==> config.mk <==
export PLATFORM = sky130hd
export DESIGN_NAME = queue_share_ctrl
export DESIGN_NICKNAME = d
export VERILOG_FILES = /design/src/rtl/queue_share_pkg.sv /design/src/rtl/queue_share_ctrl_rr_arbiter.sv /design/src/rtl/queue_share_ctrl.sv
export SDC_FILE = /design/constraint.sdc
export NUM_CORES = 1
export LEC_CHECK = 0
export ABC_AREA = 1
export BUFFER_PORTS_ARGS = -buffer_cell sky130_fd_sc_hd__buf_2
export CAP_MARGIN = 20
export CORE_MARGIN = 2
export CORE_UTILIZATION = 45
export DETAILED_ROUTE_END_ITERATION = 6
export PLACE_DENSITY = 0.66
export SKIP_LAST_GASP = 1
export SLEW_MARGIN = 30
export SYNTH_ARGS = -nofsm -noshare
export SYNTH_HDL_FRONTEND = slang
export SYNTH_SLANG_ARGS = --single-unit
export TNS_END_PERCENT = 10
==> constraint.sdc <==
create_clock -name clk -period 7.2 [get_ports clk]
set_input_delay 0.72 -clock clk [delete_from_list [all_inputs] [get_ports clk]]
set_output_delay 0.72 -clock clk [all_outputs]
set_load 0.01 [all_outputs]
==> src/rtl/queue_share_pkg.sv <==
// Shared types and helpers for the shared-push bounded queue controller.
package queue_share_pkg;

    // Queue occupancy state; FLUSH is a one-cycle state after a flush request.
    typedef enum logic [1:0] {
        EMPTY  = 2'd0,
        ACTIVE = 2'd1,
        FULL   = 2'd2,
        FLUSH  = 2'd3
    } qstate_e;

    // Pointer increment with explicit wrap at depth-1 (depth need not be a power of two).
    function automatic int unsigned next_ptr(input int unsigned ptr, input int unsigned depth);
        return (ptr == depth - 32'd1) ? 32'd0 : ptr + 32'd1;
    endfunction

endpackage

==> src/rtl/queue_share_ctrl_rr_arbiter.sv <==
// Round-robin arbiter: the search starts one past the last winner and wraps.
// grant is one-hot (all zero when disabled or nothing requests), index is its position.
module rr_arbiter #(
    parameter int N_REQ = 2,
    localparam int IDX_W = (N_REQ > 1) ? $clog2(N_REQ) : 1
) (
    input  logic [N_REQ-1:0] req,
    input  logic             enable,
    input  logic [IDX_W-1:0] last,
    output logic [N_REQ-1:0] grant,
    output logic [IDX_W-1:0] index
);

    logic             w_found;
    logic [IDX_W-1:0] w_cand;

    // Scan requesters in priority order last+1, last+2, ... and pick the first valid one.
    always_comb begin
        grant   = '0;
        index   = '0;
        w_found = 1'b0;
        w_cand  = '0;
        for (int k = 1; k <= N_REQ; k++) begin
            if (int'(last) + k >= N_REQ) begin
                w_cand = IDX_W'(int'(last) + k - N_REQ);
            end else begin
                w_cand = IDX_W'(int'(last) + k);
            end
            if (enable && !w_found && req[w_cand]) begin
                grant[w_cand] = 1'b1;
                index         = w_cand;
                w_found       = 1'b1;
            end
        end
    end

endmodule

==> src/rtl/queue_share_ctrl.sv <==
// Bounded FIFO controller: N_REQ producers share one push port through a
// round-robin arbiter, one consumer pops through valid/ready, plus size/full/empty
// reporting and a one-cycle flush.
//
// Handshake: a transfer happens on a rising edge where valid && ready are both high.
// On the push side req_ready is a one-hot grant computed combinationally from
// req_valid and registered state, so a producer sees ready only while it is valid.
// On the pop side pop_valid depends on registered state only; pop_ready is ignored
// while pop_valid is low. flush overrides both ports for the cycle it is sampled.
module queue_share_ctrl
    import queue_share_pkg::*;
#(
    parameter int DEPTH  = 5,
    parameter int DATA_W = 32,
    parameter int N_REQ  = 2,
    localparam int SIZE_W = $clog2(DEPTH + 1)
) (
    input  logic                    clk,
    input  logic                    rst_n,
    input  logic [N_REQ-1:0]        req_valid,
    input  logic [N_REQ*DATA_W-1:0] req_data,
    output logic [N_REQ-1:0]        req_ready,
    output logic                    pop_valid,
    output logic [DATA_W-1:0]       pop_data,
    input  logic                    pop_ready,
    input  logic                    flush,
    output logic [SIZE_W-1:0]       size,
    output logic                    full,
    output logic                    empty,
    output logic [1:0]              dbg_state
);

    localparam int PTR_W = $clog2(DEPTH);
    localparam int IDX_W = $clog2(N_REQ);
    localparam logic [SIZE_W-1:0] DEPTH_C = SIZE_W'(DEPTH);

    logic [DATA_W-1:0] r_mem [DEPTH];
    logic [PTR_W-1:0]  r_wr_ptr;
    logic [PTR_W-1:0]  r_rd_ptr;
    logic [SIZE_W-1:0] r_count;
    qstate_e           r_state;
    logic [IDX_W-1:0]  r_last_grant;

    logic [SIZE_W-1:0] w_count_nxt;
    qstate_e           w_state_nxt;
    logic [N_REQ-1:0]  w_grant;
    logic [IDX_W-1:0]  w_grant_idx;
    logic              w_pop_valid;
    logic              w_pop_fire;
    logic              w_space;
    logic              w_arb_en;
    logic              w_push_fire;
    logic [DATA_W-1:0] w_push_data;

    // A pop frees a slot in the same cycle, so a full queue can still accept a push.
    assign w_pop_valid = (r_count != '0) && (r_state != FLUSH);
    assign w_pop_fire  = w_pop_valid && pop_ready && !flush;
    assign w_space     = (r_count < DEPTH_C) || w_pop_fire;
    assign w_arb_en    = w_space && (r_state != FLUSH) && !flush;

    rr_arbiter #(
        .N_REQ (N_REQ)
    ) u_arb (
        .req    (req_valid),
        .enable (w_arb_en),
        .last   (r_last_grant),
        .grant  (w_grant),
        .index  (w_grant_idx)
    );

    // The arbiter only grants valid requesters, so any grant bit is a completed push.
    assign w_push_fire = |w_grant;
    assign w_push_data = req_data[w_grant_idx*DATA_W +: DATA_W];

    // Occupancy update: simultaneous push and pop leave the count unchanged.
    always_comb begin
        w_count_nxt = r_count;
        if (w_push_fire && !w_pop_fire) begin
            w_count_nxt = r_count + SIZE_W'(1);
        end else if (!w_push_fire && w_pop_fire) begin
            w_count_nxt = r_count - SIZE_W'(1);
        end
    end

    // Next state follows the next count; flush wins, and FLUSH always falls to EMPTY.
    always_comb begin
        w_state_nxt = r_state;
        if (flush) begin
            w_state_nxt = FLUSH;
        end else if (r_state == FLUSH) begin
            w_state_nxt = EMPTY;
        end else if (w_count_nxt == '0) begin
            w_state_nxt = EMPTY;
        end else if (w_count_nxt == DEPTH_C) begin
            w_state_nxt = FULL;
        end else begin
            w_state_nxt = ACTIVE;
        end
    end

    // Control registers: pointers, count, state and round-robin history.
    always_ff @(posedge clk or negedge rst_n) begin
        if (!rst_n) begin
            r_wr_ptr     <= '0;
            r_rd_ptr     <= '0;
            r_count      <= '0;
            r_state      <= EMPTY;
            r_last_grant <= IDX_W'(N_REQ - 1);
        end else if (flush) begin
            r_wr_ptr <= '0;
            r_rd_ptr <= '0;
            r_count  <= '0;
            r_state  <= FLUSH;
        end else begin
            r_count <= w_count_nxt;
            r_state <= w_state_nxt;
            if (w_push_fire) begin
                r_wr_ptr     <= PTR_W'(next_ptr(32'(r_wr_ptr), DEPTH));
                r_last_grant <= w_grant_idx;
            end
            if (w_pop_fire) begin
                r_rd_ptr <= PTR_W'(next_ptr(32'(r_rd_ptr), DEPTH));
            end
        end
    end

    // Storage array; contents need no reset because count gates visibility.
    always_ff @(posedge clk) begin
        if (w_push_fire) begin
            r_mem[r_wr_ptr] <= w_push_data;
        end
    end

    assign req_ready = w_grant;
    assign pop_valid = w_pop_valid;
    assign pop_data  = r_mem[r_rd_ptr];
    assign size      = r_count;
    assign full      = (r_count == DEPTH_C);
    assign empty     = (r_count == '0);
    assign dbg_state = r_state;

endmodule

-- Word level (Yosys, flattened, before mapping)
Memories as Yosys holds them, arrays and structs flattened.
Index checks and enable logic that the tools add are counted.
- memories kept: 1
- latch bits: 0
- input port bits: 70
- output and inout port bits: 42
- word-level logic and storage cells: 84
- bits in writable memories: 160
- register bits after elaboration: 12
- bits in read-only memories: 0
- reductions and logical operators: 24
- equal/unequal tests: 6
- add/sub/neg operators: 8
- bitwise logic cells: 2
- mux-type cells: 30
- div/mod/pow operators: 0
- shift operators: 1
- multiply operators: 0
- order comparisons: 7
- memories (name ; depth ; width ; rd ports ; clocked after Yosys merged registers in ; write ports ; RTL line ; source):
    r_mem ; 5 ; 32 ; 1 ; 0 ; 1 ; queue_share_ctrl.sv:37 ; logic [DATA_W-1:0] r_mem [DEPTH];
- operators with widths (cell ; count):
    indexed part select 64 x 7 -> 32 bit ; 1
    2-to-1 mux 3 bit ; 9
    2-to-1 mux 1 bit ; 13
    == test 3 bit, second input constant ; 4
    logical AND 1 bit ; 12
    2-to-1 mux 2 bit ; 6
    adder 3 x 1 -> 3 bit, second input constant ; 3
    logical NOT 3 bit ; 2
    logical NOT 1 bit ; 4
    less-than comparator 1 x 2 -> 1 bit, second input constant ; 2
    nonzero test 2 bit ; 2
    adder 1 x 2 -> 3 bit, second input constant ; 1
    >= comparator 3 x 2 -> 1 bit, second input constant ; 1
    less-than comparator 3 bit, second input constant ; 1
    nonzero test 3 bit ; 1
    subtractor 3 x 1 -> 3 bit, second input constant ; 1
    adder 1 x 1 -> 2 bit, second input constant ; 1
    demux 1 bit (select 1 bit) ; 2
    == test 2 bit, second input constant ; 1
    >= comparator 1 bit, second input constant ; 2
    >= comparator 2 bit, second input constant ; 1
    inequality test 2 bit, second input constant ; 1
    OR 2 bit ; 1
    AND reduction 2 bit ; 1
    4 further kinds ; 5

-- Longest topological paths before layout
Gate-level depths: netlist of run 1.
- depth after elaboration: 23
- depth in mapped cells: 15
- mapped depth without buffers: 15

-- By module
From an unflattened synthesis of run 1, not the netlist that was laid out.
- cell total of the unflattened synthesis: 665
- area, all modules: 7322.0 sq um
- by module, submodules not included (module ; seq. area each (sq um) ; times used ; cells each ; area each (sq um)):
    queue_share_ctrl ; 5106.1 ; 1 ; 659 ; 7295.7
    rr_arbiter ; 0.0 ; 1 ; 6 ; 26.3

-- Worst setup path before layout of run 1
No wires, ideal clock.
- path kind: reg-to-reg
- from: register r_count[0], in the netlist size[0]
- to: memory r_mem[4][0], enable pin
- arrival time: 3.548 ns
- period minus slack after synthesis: 4.009 ns
- stages on the path, launching flop included: 10
- setup slack: 3.191 ns
- library setup time: 0.461 ns
- path buffers: 0
- required time: 6.739 ns
- cell sequence: dfrtp_1 > inv_1 > ha_1 > nand2_2 > nand3_4 > nand2_4 > nand3_4 > nand2_4 > nand2_1 > nor3_1
- word-level cells in the longest chain between the ends: 16
- elaborated cells between the ends (all ways): 19
- classes of those cells: order compare (1); mux (5); bitwise (1); reduce/logical (12)
- ends and longest elaborated chain (item ; RTL line ; source):
    from (decl) ; queue_share_ctrl.sv:40 ; logic [SIZE_W-1:0] r_count;
    from (signal assigned) ; queue_share_ctrl.sv:115 ; r_count <= w_count_nxt;
    branches (longest 4 deep; another with less-than comparator 3 bit) ; n/a ;
    logical OR 1 bit (*) ; queue_share_ctrl.sv:58 ; assign w_space = (r_count < DEPTH_C) || w_pop_fire;
    logical AND 1 bit (*) (2 in a row) ; queue_share_ctrl.sv:59 ; assign w_arb_en = w_space && (r_state != FLUSH) && !flush;
    logical AND 1 bit ; queue_share_ctrl_rr_arbiter.sv:29 ; if (enable && !w_found && req[w_cand]) begin
    2-to-1 mux 1 bit ; queue_share_ctrl_rr_arbiter.sv:29 ;
    logical NOT 1 bit ; queue_share_ctrl_rr_arbiter.sv:29 ;
    logical AND 1 bit (2 in a row) ; queue_share_ctrl_rr_arbiter.sv:29 ;
    2-to-1 mux 2 bit (*) ; queue_share_ctrl_rr_arbiter.sv:29 ;
    OR reduction 2 bit (*) ; queue_share_ctrl.sv:72 ; assign w_push_fire = |w_grant;
    2-to-1 mux 1 bit (*) ; queue_share_ctrl.sv:129 ; if (w_push_fire) begin
    2-to-1 mux 1 bit (not written as such) (*) ; queue_share_ctrl.sv:130 ; r_mem[r_wr_ptr] <= w_push_data;
    to (decl) ; queue_share_ctrl.sv:37 ;
Mark *: on every way between the ends.

-- Worst setup path after layout of run 1
- from: register r_rd_ptr[0]
- to: output pop_data[26]
- word-level cells in the longest chain between the ends: 1
- ends and longest elaborated chain (item ; RTL line ; source):
    from (decl) ; queue_share_ctrl.sv:39 ; logic [PTR_W-1:0] r_rd_ptr;
    from (signal assigned) ; queue_share_ctrl.sv:122 ; r_rd_ptr <= PTR_W'(next_ptr(32'(r_rd_ptr), DEPTH));
    memory (5 x 32 bit) ; n/a ;
    to (decl) ; queue_share_ctrl.sv:24 ; output logic [DATA_W-1:0] pop_data,
Every way passes these cells.

==> results of run 1 <==
logic make-up after synthesis:
family	count (synthesis)	share of synthesized area
adders and majority gates	8	0.0137
and+or+nand+nor	312	0.172
buffers and inverters	53	0.0277
AOI/OAI and AO/OA	114	0.0864
xor gates and xnor gates	2	0.00240
DFF	172	0.698
cell type report:
type | instances | area, um2
clock buffer | 17 | 425
clock inverter | 15 | 173
fill | 1355 | 7120
inverter | 19 | 76.3
multi-input combinational | 436 | 2030
sequential | 172 | 5110
tap | 216 | 270
timing repair buffer | 119 | 676
per-layer routing:
layer | global-route usage | wire [um]
met1 | 0.239 | 6970
met2 | 0.325 | 8200
met3 | 0.0378 | 800
met4 | 0.0737 | 202
met5 | 0 | 0
flip-flops by register name (all words and copies together) (netlist names):
signal	flops
r_rd_ptr	3
r_wr_ptr	3
size	3
r_mem	160
r_last_grant	1
dbg_state	2
final timing paths:
check	end	startpoint	slack (ns)	cells after the start
min in group clk	r_last_grant$_DFFE_PN1P_	r_last_grant$_DFFE_PN1P_	0.53	2
worst min-delay path	dbg_state[0]$_DFF_PN0_	rst_n	0.17	1
worst min register to register	r_last_grant$_DFFE_PN1P_	r_last_grant$_DFFE_PN1P_	0.53	2
max in group asynchronous	r_last_grant$_DFFE_PN1P_	rst_n	6.75	1
worst max-delay path	pop_data[26]	r_rd_ptr[0]$_DFFE_PN0P_	3.33	4
worst max register to register	r_mem[2][13]$_DFFE_PP_	size[0]$_DFF_PN0_	4.19	10
cell usage after synthesis:
| cell type | count | area, um2 |
|---|---|---|
| xor2_1 | 1 | 8.76 |
| nand3_2 | 1 | 10.0 |
| a31oi_1 | 32 | 200 |
| nand3_4 | 2 | 35.0 |
| nor2_2 | 2 | 12.5 |
| edfxtp_1 | 160 | 4800 |
| nor2_4 | 1 | 11.3 |
| xnor2_1 | 1 | 8.76 |
| buf_2 | 3 | 15.0 |
| clkinv_1 | 1 | 3.75 |
| o21ai_0 | 74 | 370 |
| o211ai_4 | 1 | 21.3 |
| nand2_2 | 1 | 6.26 |
| nor2_1 | 169 | 634 |
| nand3_1 | 7 | 35.0 |
| ha_1 | 8 | 100 |
| nand2_1 | 123 | 462 |
| inv_2 | 2 | 7.51 |
| dfstp_2 | 1 | 26.3 |
| a21boi_1 | 1 | 7.51 |
| dfrtp_1 | 11 | 275 |
| o22ai_1 | 2 | 12.5 |
| inv_1 | 16 | 60.1 |
| clkbuf_1 | 28 | 105 |
| o21ai_1 | 1 | 5.00 |
| buf_1 | 3 | 11.3 |
| nor3_1 | 3 | 15.0 |
| a21oi_1 | 3 | 15.0 |
| nand2_4 | 3 | 33.8 |
power groups by stage:
stage	sequential, uW	clock (uW)	combinational [uW]
after floorplan	1300	0	467
after global placement	1330	0	685
after detailed placement	1340	0	734
after CTS	1320	924	739
after global routing	1330	970	813
final	1320	914	729
stage by stage:
step | util | hold WS (ns) | cell area, um2
after floorplan | - | 0.424 | 7310
after detailed placement | 0.514 | 0.535 | 8170
after CTS | 0.552 | 0.166 | 8760
after global placement | 0.508 | 0.514 | 8080
final | 0.552 | 0.172 | 8760
after global routing | 0.552 | 0.177 | 8760
==> results_dict.tcl, run 1 <==
set metrics [dict create \
    vias_per_cell 5.09 \
    worstPathBufferInverterCount 2 \
    max_stage_delay_ns 0.90 \
    cts_max_level 4 \
    totalNegativeSetupSlack_ns 0 \
    core_um2 15900 \
    ys_seq_elements 172 \
    cp_slowest_cell "clkinv_2" \
    rows 46 \
    drv_cap 0 \
    rsz0062_at_grt "no" \
    grt_max_degree 68 \
    layout_common_cells "nor2_1 (167), edfxtp_1 (160), nand2_1 (123)" \
    final-hold-violation-count 0 \
    swShare 0.309 \
    ir_worst_vdd_mv 0.198 \
    slew_headroom 0.380 \
    worstSkewPairLatency_ns 0.42 \
    cts_sinks 172 \
    diodes 0 \
    endpoint_kind "output pin" \
    gr-total-overflow 0 \
    numPortBuffers 111 \
    grt_pass1_vias 5023 \
    io_pins 112 \
    cts_buffers 17 \
    root_buffer "clkbuf_16" \
    cts_hold_buf 0 \
    drtIter0Drc 403 \
    cp.arrival_ns 3.15 \
    min_period_over_period 0.538 \
    cts_tree "built" \
    antenna_found_initial 0 \
    ys_seq_area_frac 0.698 \
    routedWlPerCell_um 16.3 \
    first_pass_iters 5 \
    totalPowerFinal_uw 2960 \
    clkSlewWorstSetupHoldPaths_ns 0.06 \
    initial_core_util 0.460 \
    tightest_slew_ns 0.926 \
    p_leak_uw 0.00344 \
    hpwl_mm 9.62 \
    skew_ns 0.00357 \
    syn2layout_area_growth_pct 19.8 \
    drc_errors 0 \
    die_area_um2 17300 \
    routed_wl_mm 16.2 \
    timing.fmax_mhz 258 \
    fp.dieH_um 131 \
    dp_slack_ns 3.91 \
    finalWorstSetupSlack_ns 3.33 \
    hold_class "in -> async" \
    cts-resized-gates 0 \
    synth_cells 661 \
    p_int_uw 2040 \
    crit_chain "clkinv_2 > o21ai_0 > a31oi_1 > buf_2" \
    via_count 5059 \
    final_nets 843 \
    instances_no_fill 994 \
    yosysWarnings 0 \
    ys_types 29 \
    syn_area_um2 7310 \
    grt_pass1_wl_mm 25.6 \
    placedCellCount 962 \
    p_per_area_nw_per_um2 338 \
    power.switching_uw 916 \
    syn_avg_cell_area_um2 11.1 \
    status "completed" \
    worst-setup-path-type "reg -> out" \
    cts_buffer_depth 2 \
    die_width_um 131 \
    cp_max_fo 67 \
    required_ns 6.48 \
    grt_usage 0.190 \
    pwr-share-seq 0.445 \
    cp_top_family "buffers and inverters" \
    final_max_slew_viol_count 0 \
    clockPowerShare 0.309 \
    post-cts-setup-buffers 0 \
    report.final.setup_viol 0 \
    ant_nets 0 \
    fin_crit_ns 3.87 \
    cp-start-kind "flip-flop" \
    mostFrequentLayoutCell "nor2_1" \
    final_layout_size_suffix_gt1_frac 0.224 \
    place.gp.congestion 0.806 \
    synth_nets 739 \
    combPwrFrac 0.246 \
]
Power figures use the tool's default switching activity.
==> run 2: changes to the inputs <==
==> constraint.sdc (replaced) <==
create_clock -name clk -period 3.6 [get_ports clk]
set_input_delay 0.36 -clock clk [delete_from_list [all_inputs] [get_ports clk]]
set_output_delay 0.36 -clock clk [all_outputs]
set_load 0.01 [all_outputs]
==> results_dict.tcl, run 2 (synthesis results as in run 1) <==
set metrics [dict create \
    skew_ns 0.00622 \
    mostFrequentLayoutCell "nor2_1" \
    syn2layout_area_growth_pct 20.2 \
    cp_max_fo 34 \
    final_max_slew_viol_count 0 \
    hpwl_mm 9.81 \
    via_count 5118 \
    cts_max_level 4 \
    place_area_um2 8160 \
    grt_pass1_vias 5182 \
    design_area_um2 8790 \
    core_um2 15900 \
    worstSkewPairLatency_ns 0.43 \
    report.final.setup_viol 0 \
    io_pins 112 \
    drtIter0Drc 402 \
    fin_util 0.553 \
    final_layout_size_suffix_gt1_frac 0.226 \
    cts_tree "built" \
    layout_common_cells "nor2_1 (167), edfxtp_1 (160), nand2_1 (123)" \
    required_ns 3.24 \
    rows 46 \
    slew_headroom 0.435 \
    multi_input_comb_area_um2 2040 \
    diodes 0 \
    ant_nets 0 \
    regMostFlops "r_mem" \
    gr-total-overflow 0 \
    min_period_over_period 0.771 \
    antenna_found_initial 0 \
    rrSetupSlack_ns 1.19 \
    fin_crit_ns 2.78 \
    cts_sinks 172 \
    clkSlewWorstSetupHoldPaths_ns 0.06 \
    largest_reg_flops 160 \
    routedWlPerCell_um 16.1 \
    drc_errors 0 \
    post-cts-setup-buffers 0 \
    timing.fmax_mhz 360 \
    cp-start-kind "flip-flop" \
    initial_core_util 0.460 \
    status "completed" \
    p_leak_uw 0.00348 \
    ir_worst_vdd_mv 0.435 \
    final_nets 851 \
    hold_class "in -> reg" \
    numPortBuffers 111 \
    first_pass_iters 5 \
    layout.area.seq_um2 5110 \
    drv_cap 0 \
    routed_wl_mm 16.2 \
    grt_pass1_wl_mm 25.6 \
    rsz0062_at_grt "no" \
    n_fill_cell 1349 \
    place.gp.congestion 0.761 \
    root_buffer "clkbuf_16" \
    endpoint_kind "output pin" \
    totalNegativeSetupSlack_ns 0 \
    die_width_um 131 \
    grt_usage 0.192 \
    p_per_area_nw_per_um2 676 \
    cts_buffer_depth 2 \
    cp.arrival_ns 2.42 \
    worst-setup-path-type "reg -> out" \
    instances_no_fill 1002 \
    totalPowerFinal_uw 5940 \
    final-hold-violation-count 0 \
    grt_max_degree 68 \
    placedCellCount 969 \
    vias_per_cell 5.11 \
    die_area_um2 17300 \
    tightest_slew_ns 0.847 \
    cts_buffers 17 \
    fp.dieH_um 131 \
]
-- run 2: routing by layer --
layer  vias to the layer above  share of wire  track usage
met3                        14          0.045       0.0505
met1                      2467           0.45        0.241
li1                       2509              -            -
met2                       128           0.49        0.329
met5                         -              0            0
met4                         0          0.010       0.0574
-- run 2: cell type report --
cell class              instances  share of cell area
flip-flops and latches        172               0.581
multi-input cells             436               0.232
repair buffers                127              0.0772
clock buffers                  18              0.0488
well taps                     216              0.0308
clock inverters                14              0.0216
inverters                      19             0.00826
-- run 2: worst paths after layout --
kind,depth (start not counted),startpoint,to
setup / recovery,10,size[0]$_DFF_PN0_,req_ready[1]
max in group asynchronous,2,rst_n,r_last_grant$_DFFE_PN1P_
hold / removal,2,flush,size[1]$_DFF_PN0_
setup reg to reg,10,size[0]$_DFF_PN0_,r_mem[0][11]$_DFFE_PP_
min in group asynchronous,2,rst_n,r_wr_ptr[1]$_DFFE_PN0P_
hold reg to reg,2,r_last_grant$_DFFE_PN1P_,r_last_grant$_DFFE_PN1P_
-- run 2: stage by stage --
| stage | setup WS, ns | hold WS [ns] |
|---|---|---|
| 6_report | 0.824 | 0.224 |
| 5_1_grt | 0.663 | 0.217 |
| 4_1_cts | 0.781 | 0.203 |
| 3_5_place_dp | 1.19 | 0.264 |
| 3_3_place_gp | 1.28 | 0.255 |
| 2_1_floorplan | -0.229 | 0.0644 |
-- run 2: timing repair --
action                                 4_1_cts  5_1_grt
hold buffers                                 1        0
endpoints found under the hold margin       11        0
gates resized for setup                      0        0
-- run 2: where the power goes --
| group | leakage, uW | internal (uW) | switching, uW | total [uW] |
|---|---|---|---|---|
| combinational | 0.00157 | 476 | 1000 | 1480 |
| sequential | 0.00160 | 2490 | 75.0 | 2570 |
| clock | 0.000303 | 1160 | 735 | 1900 |
-- run 2: critical path: stages, from the launching register on --
cell	delay, ns
dfrtp_1	0.47
inv_1	0.13
ha_1	0.22
nand2_2	0.10
nand3_4	0.09
nand2_4	0.11
nand3_4	0.08
buf_4	0.28
inv_1	0.12
buf_4	0.23
buf_2	0.17
==> run 3: changes to the inputs <==
--- a/config.mk
+++ b/config.mk
@@ -11,7 +11,7 @@
 export CORE_MARGIN = 2
 export CORE_UTILIZATION = 45
 export DETAILED_ROUTE_END_ITERATION = 6
-export PLACE_DENSITY = 0.66
+export PLACE_DENSITY = 0.68
 export SKIP_LAST_GASP = 1
 export SLEW_MARGIN = 30
 export SYNTH_ARGS = -nofsm -noshare
==> constraint.sdc (replaced) <==
create_clock -name clk -period 2.3 [get_ports clk]
set_input_delay 0.23 -clock clk [delete_from_list [all_inputs] [get_ports clk]]
set_output_delay 0.23 -clock clk [all_outputs]
set_load 0.01 [all_outputs]
==> results_dict.tcl, run 3 (synthesis results as in run 1) <==
set metrics [dict create \
    status "completed" \
    design_area_um2 8840 \
    grt_pass1_wl_mm 26.3 \
    die_width_um 131 \
    holdWs_ns 0.0921 \
    hpwl_mm 10.5 \
    cpMostUsedCell "nor2_1" \
    final-hold-violation-count 0 \
    routed_wl_mm 16.3 \
    rsz0062_at_grt "yes" \
    n_fill_cell 1353 \
    multi_input_comb_area_um2 2080 \
    diodes 0 \
    combPwrFrac 0.272 \
    drc_errors 0 \
    die_area_um2 17300 \
    cts_tree "built" \
    tightest_slew_ns 0.416 \
    first_pass_iters 4 \
    hold_class "in -> reg" \
    regMostFlops "r_mem" \
    skew_ns 0.00732 \
    fin_util 0.557 \
    p_leak_uw 0.00349 \
    p_int_uw 6200 \
    cp_top_family "buffers and inverters" \
    drtIter0Drc 379 \
    timing.fmax_mhz 454 \
    gr-total-overflow 0 \
    syn2layout_area_growth_pct 20.9 \
    cp.arrival_ns 1.97 \
    slew_headroom 0.723 \
    ant_nets 0 \
    crit_chain "buf_4 > nor2_1 > nor2_1 > o21ai_0 > a31oi_1 > buf_2" \
    drv_cap 0 \
    p_per_area_nw_per_um2 1020 \
    grt_max_degree 35 \
    initial_core_util 0.460 \
    cts_buffer_depth 2 \
    io_pins 112 \
    routedWlPerCell_um 16.1 \
    core_um2 15900 \
    root_buffer "clkbuf_16" \
    worst-setup-path-type "reg -> out" \
    clockPowerShare 0.282 \
    cp_max_fo 27 \
    max_stage_delay_ns 0.47 \
    mostFrequentLayoutCell "nor2_1" \
    grt_pass1_vias 5189 \
    pwr-share-seq 0.446 \
    placedCellCount 977 \
    cts_sinks 172 \
    instances_no_fill 1007 \
    place_area_um2 8310 \
    fp.dieH_um 131 \
    grt_usage 0.195 \
    worstPathBufferInverterCount 2 \
    cp-start-kind "flip-flop" \
    required_ns 2.07 \
    endpoint_kind "output pin" \
    report.final.setup_viol 0 \
    numPortBuffers 111 \
    final_layout_size_suffix_gt1_frac 0.235 \
    fin_crit_ns 2.20 \
    swShare 0.315 \
    totalPowerFinal_uw 9040 \
    vias_per_cell 5.09 \
    antenna_found_initial 0 \
    ir_worst_vdd_mv 0.616 \
    worstSkewPairLatency_ns 0.43 \
    place.gp.congestion 0.861 \
    power.switching_uw 2850 \
    final_max_slew_viol_count 0 \
    post-cts-setup-buffers 0 \
    cp_slowest_cell "dfrtp_2" \
    rows 46 \
    largest_reg_flops 160 \
    cts_buffers 17 \
    cts_max_level 4 \
    layout.area.seq_um2 5110 \
    via_count 5130 \
    layout_common_cells "nor2_1 (167), edfxtp_1 (160), nand2_1 (122)" \
    min_period_over_period 0.958 \
    final_nets 859 \
    clkSlewWorstSetupHoldPaths_ns 0.06 \
]
-- run 3: final cells by class --
cell class | instances | share of cell area
Sequential cell | 172 | 0.578
Multi-Input combinational cell | 436 | 0.235
Timing Repair Buffer | 135 | 0.0904
Clock buffer | 20 | 0.0494
Tap cell | 216 | 0.0306
Clock inverter | 9 | 0.00835
Inverter | 19 | 0.00821
-- run 3: worst register-to-register path: stages (launching register included) --
cell	delay (ns)
dfrtp_2	0.42
inv_2	0.09
ha_4	0.17
nand2_4	0.07
nand3_4	0.10
nand2_4	0.12
nand3_2	0.11
nand2_4	0.12
nand2_4	0.09
nor3_4	0.23
buf_12	0.25
-- run 3: path summary, 6_finish.rpt --
path,start,endpoint,slack [ns],depth (start not counted)
max,r_rd_ptr[0]$_DFFE_PN0P_,pop_data[27],0.1,6
min,flush,size[0]$_DFF_PN0_,0.09,2
max reg2reg,size[0]$_DFF_PN0_,r_mem[4][30]$_DFFE_PP_,0.24,10
min reg2reg,r_last_grant$_DFFE_PN1P_,r_last_grant$_DFFE_PN1P_,0.53,2
max in group asynchronous,rst_n,r_last_grant$_DFFE_PN1P_,1.79,2
min in group asynchronous,rst_n,dbg_state[1]$_DFF_PN0_,0.23,2
-- run 3: through the flow --
step                      setup slack (ns)  setup TNS [ns]
after floorplan                     -0.172           -5.52
after global placement               0.313               0
after detailed placement             0.242               0
after CTS                           0.0330               0
after global routing               -0.0494          -0.143
final                               0.0964               0
-- run 3: repair_timing --
item                                    CTS  global route
hold endpoints to repair                 12             0
endpoints found under the setup margin    1             8
hold buffers                              1             0
resized for setup                         1             3
-- run 3: power by group through the flow --
stage,combinational [uW],clock (uW),sequential (uW)
CTS,2480,2580,4030
detailed placement,2460,0,4090
global route,2750,2710,4060
floorplan,1550,0,4070
global placement,2390,0,4080
finish,2460,2550,4030
-- run 3: per-layer routing --
layer | global-route usage | routed length (um) | up-vias
li1 | - | - | 2519
met3 | 0.0413 | 736 | 21
met5 | 0 | 0 | -
met2 | 0.329 | 8110 | 146
met4 | 0.0737 | 235 | 0
met1 | 0.247 | 7170 | 2444
